## src/rtl/port_reader.sv

```systemverilog
// Per-output-port packet reader: queues {length, pointer} descriptors and streams each packet out of the shared RAM.
// Optional macro PORT_READER_FREE_EN adds o_free_valid/o_free_ptr to return each finished packet's start pointer.
module port_reader #(
    parameter int pFIFO_WIDTH = 8,
    parameter int pDEPTH_RAM  = 256,
    parameter int pDATA_WIDTH = 8,
    parameter int pDESC_DEPTH = 4,
    localparam int AW = $clog2(pDEPTH_RAM)
) (
    input  logic                        iclk,
    input  logic                        irst,
    input  logic                        i_desc_valid,
    input  logic [pFIFO_WIDTH+AW-1:0]   i_desc,
    output logic                        o_desc_full,
    output logic                        o_desc_drop,
    output logic                        o_ram_rd_en,
    output logic [AW-1:0]               o_ram_addr,
    input  logic [pDATA_WIDTH-1:0]      i_ram_data,
    output logic [pDATA_WIDTH-1:0]      o_data,
    output logic                        o_valid,
    output logic                        o_sop,
    output logic                        o_eop,
    input  logic                        i_ready,
`ifdef PORT_READER_FREE_EN
    output logic                        o_free_valid,
    output logic [AW-1:0]               o_free_ptr,
`endif
    output logic                        o_busy
);

    localparam int DW = pFIFO_WIDTH + AW;
    localparam int PW = $clog2(pDESC_DEPTH);
    localparam int CW = PW + 1;

    localparam logic [1:0] ST_IDLE = 2'd0;
    localparam logic [1:0] ST_LOAD = 2'd1;
    localparam logic [1:0] ST_READ = 2'd2;

    logic [DW-1:0]          desc_mem [pDESC_DEPTH];
    logic [PW-1:0]          wr_ptr;
    logic [PW-1:0]          rd_ptr;
    logic [CW-1:0]          count;
    logic                   drop_q;
    logic                   full;
    logic                   wr_en;
    logic                   pop;
    logic [DW-1:0]          head;

    logic [1:0]             state;
    logic [pFIFO_WIDTH-1:0] len_q;
    logic [AW-1:0]          ptr_q;
    logic [AW-1:0]          addr_q;
    logic [pFIFO_WIDTH-1:0] remaining_q;
    logic                   first_q;

    logic                   rd_en;
    logic                   last_rd;
    logic                   valid_q;
    logic                   sop_q;
    logic                   eop_q;
`ifdef PORT_READER_FREE_EN
    logic                   free_valid_q;
    logic [AW-1:0]          free_ptr_q;
`endif

    assign full    = (count == CW'(pDESC_DEPTH));
    assign wr_en   = i_desc_valid && !full;
    assign pop     = (state == ST_IDLE) && (count != '0);
    assign head    = desc_mem[rd_ptr];
    assign rd_en   = (state == ST_READ) && i_ready && !irst;
    assign last_rd = rd_en && (remaining_q == pFIFO_WIDTH'(1));

    always_ff @(posedge iclk) begin
        if (wr_en) begin
            desc_mem[wr_ptr] <= i_desc;
        end
    end

    // A write while full is refused even if the FSM pops in the same cycle.
    always_ff @(posedge iclk) begin
        if (irst) begin
            wr_ptr <= '0;
            rd_ptr <= '0;
            count  <= '0;
            drop_q <= 1'b0;
        end else begin
            if (wr_en) begin
                wr_ptr <= wr_ptr + PW'(1);
            end
            if (pop) begin
                rd_ptr <= rd_ptr + PW'(1);
            end
            count  <= count + CW'(wr_en) - CW'(pop);
            drop_q <= i_desc_valid && full;
        end
    end

    always_ff @(posedge iclk) begin
        if (irst) begin
            state       <= ST_IDLE;
            len_q       <= '0;
            ptr_q       <= '0;
            addr_q      <= '0;
            remaining_q <= '0;
            first_q     <= 1'b0;
        end else begin
            case (state)
                ST_IDLE: begin
                    if (pop) begin
                        len_q <= head[DW-1 -: pFIFO_WIDTH];
                        ptr_q <= head[AW-1:0];
                        state <= ST_LOAD;
                    end
                end
                ST_LOAD: begin
                    if (len_q == '0) begin
                        state <= ST_IDLE;
                    end else begin
                        addr_q      <= ptr_q;
                        remaining_q <= len_q;
                        first_q     <= 1'b1;
                        state       <= ST_READ;
                    end
                end
                ST_READ: begin
                    if (rd_en) begin
                        addr_q      <= addr_q + AW'(1);
                        remaining_q <= remaining_q - pFIFO_WIDTH'(1);
                        first_q     <= 1'b0;
                        if (remaining_q == pFIFO_WIDTH'(1)) begin
                            state <= ST_IDLE;
                        end
                    end
                end
                default: state <= ST_IDLE;
            endcase
        end
    end

    // Framing bits travel with the read so they line up with the RAM's one-cycle latency.
    always_ff @(posedge iclk) begin
        if (irst) begin
            valid_q <= 1'b0;
            sop_q   <= 1'b0;
            eop_q   <= 1'b0;
        end else begin
            valid_q <= rd_en;
            sop_q   <= rd_en && first_q;
            eop_q   <= last_rd;
        end
    end

`ifdef PORT_READER_FREE_EN
    always_ff @(posedge iclk) begin
        if (irst) begin
            free_valid_q <= 1'b0;
            free_ptr_q   <= '0;
        end else begin
            free_valid_q <= last_rd || ((state == ST_LOAD) && (len_q == '0));
            if (last_rd || ((state == ST_LOAD) && (len_q == '0))) begin
                free_ptr_q <= ptr_q;
            end
        end
    end

    assign o_free_valid = free_valid_q;
    assign o_free_ptr   = free_ptr_q;
`endif

    // RAM output is already registered; gating with valid keeps o_data at zero between words and in reset.
    assign o_data      = valid_q ? i_ram_data : '0;
    assign o_valid     = valid_q;
    assign o_sop       = sop_q;
    assign o_eop       = eop_q;
    assign o_ram_rd_en = rd_en;
    assign o_ram_addr  = rd_en ? addr_q : '0;
    assign o_desc_full = full;
    assign o_desc_drop = drop_q;
    assign o_busy      = (state != ST_IDLE);

endmodule

```

## config.mk

```make
export PLATFORM = sky130hd
export DESIGN_NAME = port_reader
export DESIGN_NICKNAME = d
export VERILOG_FILES = /design/src/rtl/port_reader.sv
export SDC_FILE = /design/constraint.sdc
export NUM_CORES = 1
export LEC_CHECK = 0
export ABC_AREA = 1
export CAP_MARGIN = 20
export CORE_ASPECT_RATIO = 0.5
export CORE_MARGIN = 2
export CORE_UTILIZATION = 35
export DETAILED_ROUTE_END_ITERATION = 7
export PLACE_DENSITY = 0.62
export SYNTH_ARGS = -nofsm -noshare
export SYNTH_HDL_FRONTEND = slang
export SYNTH_SLANG_ARGS = --single-unit
```

## constraint.sdc

```tcl
create_clock -name iclk -period 3.1 [get_ports iclk]
set_input_delay 0.93 -clock iclk [delete_from_list [all_inputs] [get_ports iclk]]
set_output_delay 0.93 -clock iclk [all_outputs]
set_load 0.1 [all_outputs]
```

==> summary.txt, run 1 <==
Final layout
  – Design Area, Final: around 5900 µm²
  – NumNets Final: about 600
  – Syn-to-layout area delta: 24.0%
  – Share of layout cells above drive strength 1: 0.126
  – Most common cell after layout, fill and taps aside: nor2_1
  – Most frequent cells in the layout: nor2_1, o21ai_0, edfxtp_1
  – Diode count: 0

Die
  – Core area: 12,900 µm²
  – Full die area: 14,500 µm²
  – Die height: approximately 86 µm
  – Initial core utilization: 0.366
  – Row cnt: 29
  – Ports: 51
  – Die Width: ~170 µm

Placement
  – Worst slack, placed: around 0.12 ns
  – Buffers added on ports: 50
  – RePlAce Congestion: between 0.7 and 0.8
  – Placement Cell Area: between 5000 and 6000 µm²
  – DP Wirelength: roughly 6400 µm

Hold path
  – HP Class: flip-flop to flip-flop
  – Hold_sp: first_q$_SDFFE_PP0P_

Route
  – Drt wl/cell: 13.7 µm
  – Via density: between 4 and 5
  – Via Count: about 3,500
  – Sum of routed wire segments on met1: ~4900 µm
  – Final WL: ~10,000 µm
  – Routed wire length on met2: about 4300 µm
  – DR DRC count: 0
  – ANT nets after route: 0
  – Pre-antenna DRT Iters: 5
  – First DRT Iteration DRCs: roughly 160
  – Max layer used: met4
  – Met3 Wirelength: between 600 and 700 µm

Setup path
  – R2r worst-path depth: 9
  – R2R Path End: count[2]$_SDFF_PP0_
  – Reg2reg setup slack: about 1.2 ns
  – Worst setup path start: irst
  – Startpoint types: primary input
  – CP max FO: 14
  – Crit. End Element: output port
  – Worst R2R Start: count[1]$_SDFF_PP0_
  – WS Path Type: primary input to output port
  – Arrival time worst endpoint: 2.03 ns
  – Setup crit end: o_ram_addr[4]
  – Critical Path RT: approximately 2.2 ns

CTS
  – H-tree Lvls: 3
  – Post-CTS Hold Buffers: 0
  – Clk sinks: between 100 and 150
  – Clk_lat worst skew: between 0.3 and 0.4 ns
  – Clock-pin slew on the worst setup and hold paths: 0.07 ns
  – CTS root buffer: clkbuf_16
  – CTS resizes: 0
  – TritonCTS Buffers: 9
  – Clock buffer depth: 2
  – Postcts setup bufs: 0
  – TritonCTS clock tree: built

STA
  – Endpoints failing setup: 0
  – Unrepaired setup endpoints after global routing: false
  – Max transition margin: 0.435
  – Final worst slack: 0.138 ns
  – Worst slew pin tran: around 0.85 ns
  – Post-Route Skew: around 0.0096 ns
  – Min Tclk post-route: between 2 and 3 ns
  – Highest clock rate: roughly 0.34 GHz
  – Final Max Slew Viols: 0
  – Hold Violations, Final: 0
  – Final worst path period share: 0.956

Synth
  – Synth Instances: 509
  – Synthesized flop and latch total: 110
  – Register area share after synthesis: 0.602
  – Syn_area_per_cell: between 9 and 10 µm²
  – Main synth FF type: edfxtp_1
  – YS warnings: 0
  – Async set or reset register ratio after synthesis: 0
  – Syn Nets: approximately 550
  – Post-synthesis cell type count: 29
  – Post-synthesis cell area: 4730 µm²
  – EDFF count, synth: 64

Global routing
  – Largest net degree at the start of global routing: 35
  – First-pass GRT wire length: roughly 16,000 µm
  – Congestion Overflow GR: 0
  – Initial antenna violation count: 0
  – Gr usage total: 0.144
  – Vias in the first global route: approximately 3,100

Power
  – PwrDens: 849 nW/µm²
  – Peak VDD IR: a little over 400 µV
  – Leakage power: 2.29 nW

Flow run
  – Max Cap Viol: 0

Outcome
  – Outcome: complete, no violations
## sequential cells by signal (all words and copies together), names as in the netlist
| signal | count |
|---|---|
| addr_q | 8 |
| count | 3 |
| desc_mem | 64 |
| first_q | 1 |
| len_q | 8 |
| o_desc_drop | 1 |
| o_eop | 1 |
| o_sop | 1 |
| o_valid | 1 |
| ptr_q | 8 |
| rd_ptr | 2 |
| remaining_q | 8 |
| state | 2 |
| wr_ptr | 2 |
## through the flow
step | util | instances | setup TNS [ns] | power, mW | hold WS [ns]
5_1_grt | 0.454 | 733 | 0 | 5.36 | 0.464
2_1_floorplan | - | 509 | -0.852 | 3.49 | 0.408
4_1_cts | 0.454 | 733 | 0 | 5.02 | 0.439
3_5_place_dp | 0.433 | 717 | 0 | 3.95 | 0.432
6_report | 0.454 | 733 | 0 | 4.98 | 0.441
3_3_place_gp | 0.433 | 717 | 0 | 3.89 | 0.428
## synth_stat cells, types with 2 or more instances
library cell / instances / area, µm²
nand2_1: 58 / 218
clkbuf_1: 9 / 33.8
buf_2: 10 / 50.1
edfxtp_1: 64 / 1920
nand3_1: 16 / 80.1
ha_1: 9 / 113
o21ai_0: 66 / 330
o21ai_1: 6 / 30.0
a31oi_1: 16 / 100
dfxtp_1: 46 / 921
or2_2: 5 / 31.3
inv_1: 48 / 180
inv_2: 3 / 11.3
nor2_1: 120 / 450
buf_6: 2 / 22.5
xor2_1: 4 / 35.0
buf_4: 3 / 22.5
a21oi_1: 11 / 55.1
nand4_1: 3 / 18.8
## critical path, cell delays in order
cell and delay [ns]:
clkdlybuf4s50_1 0.42, inv_1 0.09, nand3_2 0.10, buf_12 0.16, nor2_2 0.13, buf_12 0.19
## where the power goes
| group | internal, mW | switching [mW] | total, mW |
|---|---|---|---|
| clock | 0.547 | 0.516 | 1.06 |
| sequential | 1.85 | 0.203 | 2.05 |
| combinational | 0.626 | 1.24 | 1.86 |
## worst min path at each step
stage                       endpoint  cells past startpoint  slack, ns
floorplan           o_sop$_SDFF_PP0_                      2       0.41
global route        o_sop$_SDFF_PP0_                      2       0.46
global placement    o_sop$_SDFF_PP0_                      2       0.43
CTS                 o_sop$_SDFF_PP0_                      2       0.44
finish              o_sop$_SDFF_PP0_                      2       0.44
detailed placement  o_sop$_SDFF_PP0_                      2       0.43
## per-layer routing
metal | vias to the layer above | global-route usage
met5 | - | 0
met3 | 17 | 0.0332
met4 | 0 | 0.0572
met2 | 100 | 0.224
met1 | 1558 | 0.198
li1 | 1783 | -
## cell families (layout without fill, tap and decap cells)
family                   count (synthesis)  in the layout  share of synthesized area
flip-flops                             110            110                      0.602
adder cells (fa/ha/maj)                 10             10                     0.0281
AO/OA/AOI/OAI                          103            103                      0.119
buffers and inverters                   76            130                     0.0686
XOR/XNOR                                 4              4                    0.00741
AND/OR/NAND/NOR                        206            206                      0.176
## layout make-up
| cell class | instances | area, µm² |
|---|---|---|
| Clock inverter | 7 | 45.0 |
| Inverter | 51 | 191 |
| Multi-Input combinational cell | 323 | 1580 |
| Clock buffer | 9 | 225 |
| Timing Repair Buffer | 63 | 766 |
| Sequential cell | 110 | 2840 |
| Tap cell | 170 | 213 |
| Fill cell | 1212 | 7060 |
Note: power is estimated with default switching activity, not from simulation.
==> run 2: changes to the inputs <==
CELL_PAD_IN_SITES_DETAIL_PLACEMENT = 0   (was unset)
CELL_PAD_IN_SITES_GLOBAL_PLACEMENT = 1   (was unset)
PLACE_DENSITY = 0.74   (was 0.62)
==> run 2 against run 1 <==
Compared with the run above:
- fmax barely moved
- largest cell class unchanged
- critical path depth did not move
- non-clock buffer count unchanged
- critical path type unchanged
- flip-flop and latch count stayed put
- clock skew fell by 0.0041 ns
- critical endpoint is now o_ram_addr[6]
- utilization increased by 0.34 points
==> summary.txt, run 2 (synthesis gave the netlist of run 1 again) <==
Outcome
  – Outcome: complete, no violations

Final layout
  – Final non-filler cell total: 733 (unchanged)
  – Multi-input gate area: 1580 µm² (unchanged)
  – Most common cell after layout, fill and taps aside: nor2_1
  – Diode count: 0 (unchanged)
  – Top reg by flops: desc_mem
  – Fillers: 1,220 (+0.66%)
  – Register area: 2840 µm² (unchanged)
  – Max reg flops: 64 (unchanged)
  – NumNets Final: 596 (unchanged)
  – Most frequent cells in the layout: nor2_1, o21ai_0, edfxtp_1
  – Syn-to-layout area delta: 25.0%
  – Share of layout cells above drive strength 1: 0.130 (+0.00355)

Setup path
  – WS Path Type: primary input to output port
  – Worst path top cell family by delay: buffers and inverters
  – R2r worst-path depth: 9 (unchanged)
  – Critical Path RT: 2.17 ns (about the same)
  – R2R Path End: count[2]$_SDFF_PP0_
  – Worst R2R Start: count[1]$_SDFF_PP0_
  – Critical path's most frequent cell: buf_12
  – Reg2reg setup slack: 1.24 ns (+0.03 ns)
  – CP max FO: 14 (unchanged)
  – CP Buf/Inv Count: 4 (unchanged)
  – Arrival time worst endpoint: 2.03 ns (about the same)
  – Startpoint types: primary input
  – Largest stage delay on the critical path: 0.42 ns (about the same)
  – Crit. End Element: output port
  – Slowest cell on crit path: clkdlybuf4s50_1
  – Crit-path cells: clkdlybuf4s50_1 > inv_1 > nand3_2 > buf_12 > nor2_2 > buf_12

Global routing
  – Initial antenna violation count: 0 (unchanged)
  – Vias in the first global route: 3,210 (+2.4%)
  – Largest net degree at the start of global routing: 35 (unchanged)
  – GR Util met2: 0.239 (+0.0157)
  – Congestion Overflow GR: 0 (unchanged)
  – GR Util met3: 0.0378 (+0.00461)
  – First-pass GRT wire length: 16,600 µm (+3.3%)
  – GRT busiest layer: met2
  – Gr usage total: 0.148 (+0.00380)
  – Grt met1 use: 0.201 (+0.00297)

Die
  – Full die area: 14,500 µm² (unchanged)
  – Die Width: 168 µm (unchanged)
  – Ports: 51 (unchanged)
  – Die height: 86.2 µm (unchanged)
  – Initial core utilization: 0.366 (unchanged)
  – Core area: 12,900 µm² (unchanged)
  – Row cnt: 29 (unchanged)

Placement
  – Buffers added on ports: 50 (unchanged)
  – RePlAce Congestion: 0.770 (-2.4%)
  – Placed cell count: 717 (unchanged)
  – DP Wirelength: 6480 µm (+0.82%)

Route
  – First DRT Iteration DRCs: 226 (+40%)
  – Via density: 4.62 (-2.1%)
  – Drt wl/cell: 13.8 µm (+1.1%)
  – ANT nets after route: 0 (unchanged)
  – Pre-antenna DRT Iters: 4 (-1)
  – DR DRC count: 0 (unchanged)
  – Via Count: 3,384 (-2.1%)
  – Final WL: 10,100 µm (+1.1%)

STA
  – Highest clock rate: 0.337 GHz (about the same)
  – Hold_ws: 0.432 ns (-0.00866 ns)
  – Final Max Slew Viols: 0 (unchanged)
  – Post-Route Skew: 0.00548 ns (-0.00413 ns)
  – Endpoints failing setup: 0 (unchanged)
  – Final worst path period share: 0.956 (about the same)
  – Min Tclk post-route: 2.96 ns (+0.000745 ns)
  – Hold Violations, Final: 0 (unchanged)
  – Max transition margin: 0.439 (+0.00438)
  – Unrepaired setup endpoints after global routing: false
  – Worst slew pin tran: 0.841 ns (-0.00657 ns)

Flow run
  – Max Cap Viol: 0 (unchanged)

CTS
  – Postcts setup bufs: 0 (unchanged)
  – CTS root buffer: clkbuf_16
  – Clk sinks: 110 (unchanged)
  – H-tree Lvls: 3 (unchanged)
  – TritonCTS Buffers: 9 (unchanged)
  – Clock buffer depth: 2 (unchanged)
  – Clk_lat worst skew: 0.34 ns (about the same)
  – Clock-pin slew on the worst setup and hold paths: 0.07 ns (about the same)
  – TritonCTS clock tree: built
  – Post-CTS Hold Buffers: 0 (unchanged)
  – CTS resizes: 0 (unchanged)

Hold path
  – Hold endpoint: o_sop$_SDFF_PP0_
  – Hold Path Stages: 2 (unchanged)
  – Hold_sp: first_q$_SDFFE_PP0P_
  – HP Class: flip-flop to flip-flop

Power
  – Peak VDD IR: 337 µV (-17%)
  – PwrDens: 864 nW/µm² (+1.8%)
  – Total power: 5.10 mW (+2.6%)
  – Leakage power: 2.31 nW (+0.68%)
==> run 2: layout make-up <==
| cell class | count | share of cell area |
|---|---|---|
| clock buffer | 9 | 0.0381 |
| clock inverter | 7 | 0.0150 |
| inverter | 51 | 0.0324 |
| multi-input combinational | 323 | 0.267 |
| sequential | 110 | 0.481 |
| tap | 170 | 0.0360 |
| timing repair buffer | 63 | 0.130 |
==> run 2: where the power goes <==
group	internal, mW	switching (mW)
clock network	0.645	0.543
registers	1.85	0.205
logic	0.624	1.24
==> run 2: worst max-delay path by stage <==
stage | start | end | slack [ns] | depth (start not counted)
2_1_floorplan | irst | o_ram_addr[0] | -0.11 | 4
3_3_place_gp | irst | o_ram_addr[0] | 0.15 | 6
3_5_place_dp | irst | o_ram_addr[7] | 0.12 | 6
4_1_cts | irst | o_ram_addr[7] | 0.12 | 6
5_1_grt | irst | o_ram_addr[7] | 0.06 | 6
6_report | irst | o_ram_addr[6] | 0.14 | 6
==> run 2: metal layers <==
layer	vias to the layer above	part of all wire
met1	1522	0.51
met3	12	0.048
met2	76	0.43
met5	-	0
li1	1774	-
met4	0	0.012
==> run 2: worst register-to-register path, stage by stage (launching register included) <==
cell and delay (ns):
dfxtp_1 0.35, inv_1 0.11, nand3_1 0.13, nand2_1 0.10, ha_1 0.28, inv_1 0.03
ha_1 0.18, fa_1 0.37, xor2_1 0.16, nor2_1 0.05
==> run 2: stage by stage <==
| step | utilization | area [µm²] | setup TNS (ns) | setup WS (ns) |
|---|---|---|---|---|
| 2_1_floorplan | - | 4750 | -0.852 | -0.107 |
| 3_3_place_gp | 0.433 | 5590 | 0 | 0.147 |
| 3_5_place_dp | 0.433 | 5590 | 0 | 0.118 |
| 4_1_cts | 0.457 | 5910 | 0 | 0.115 |
| 5_1_grt | 0.457 | 5910 | 0 | 0.0555 |
| 6_report | 0.457 | 5910 | 0 | 0.137 |
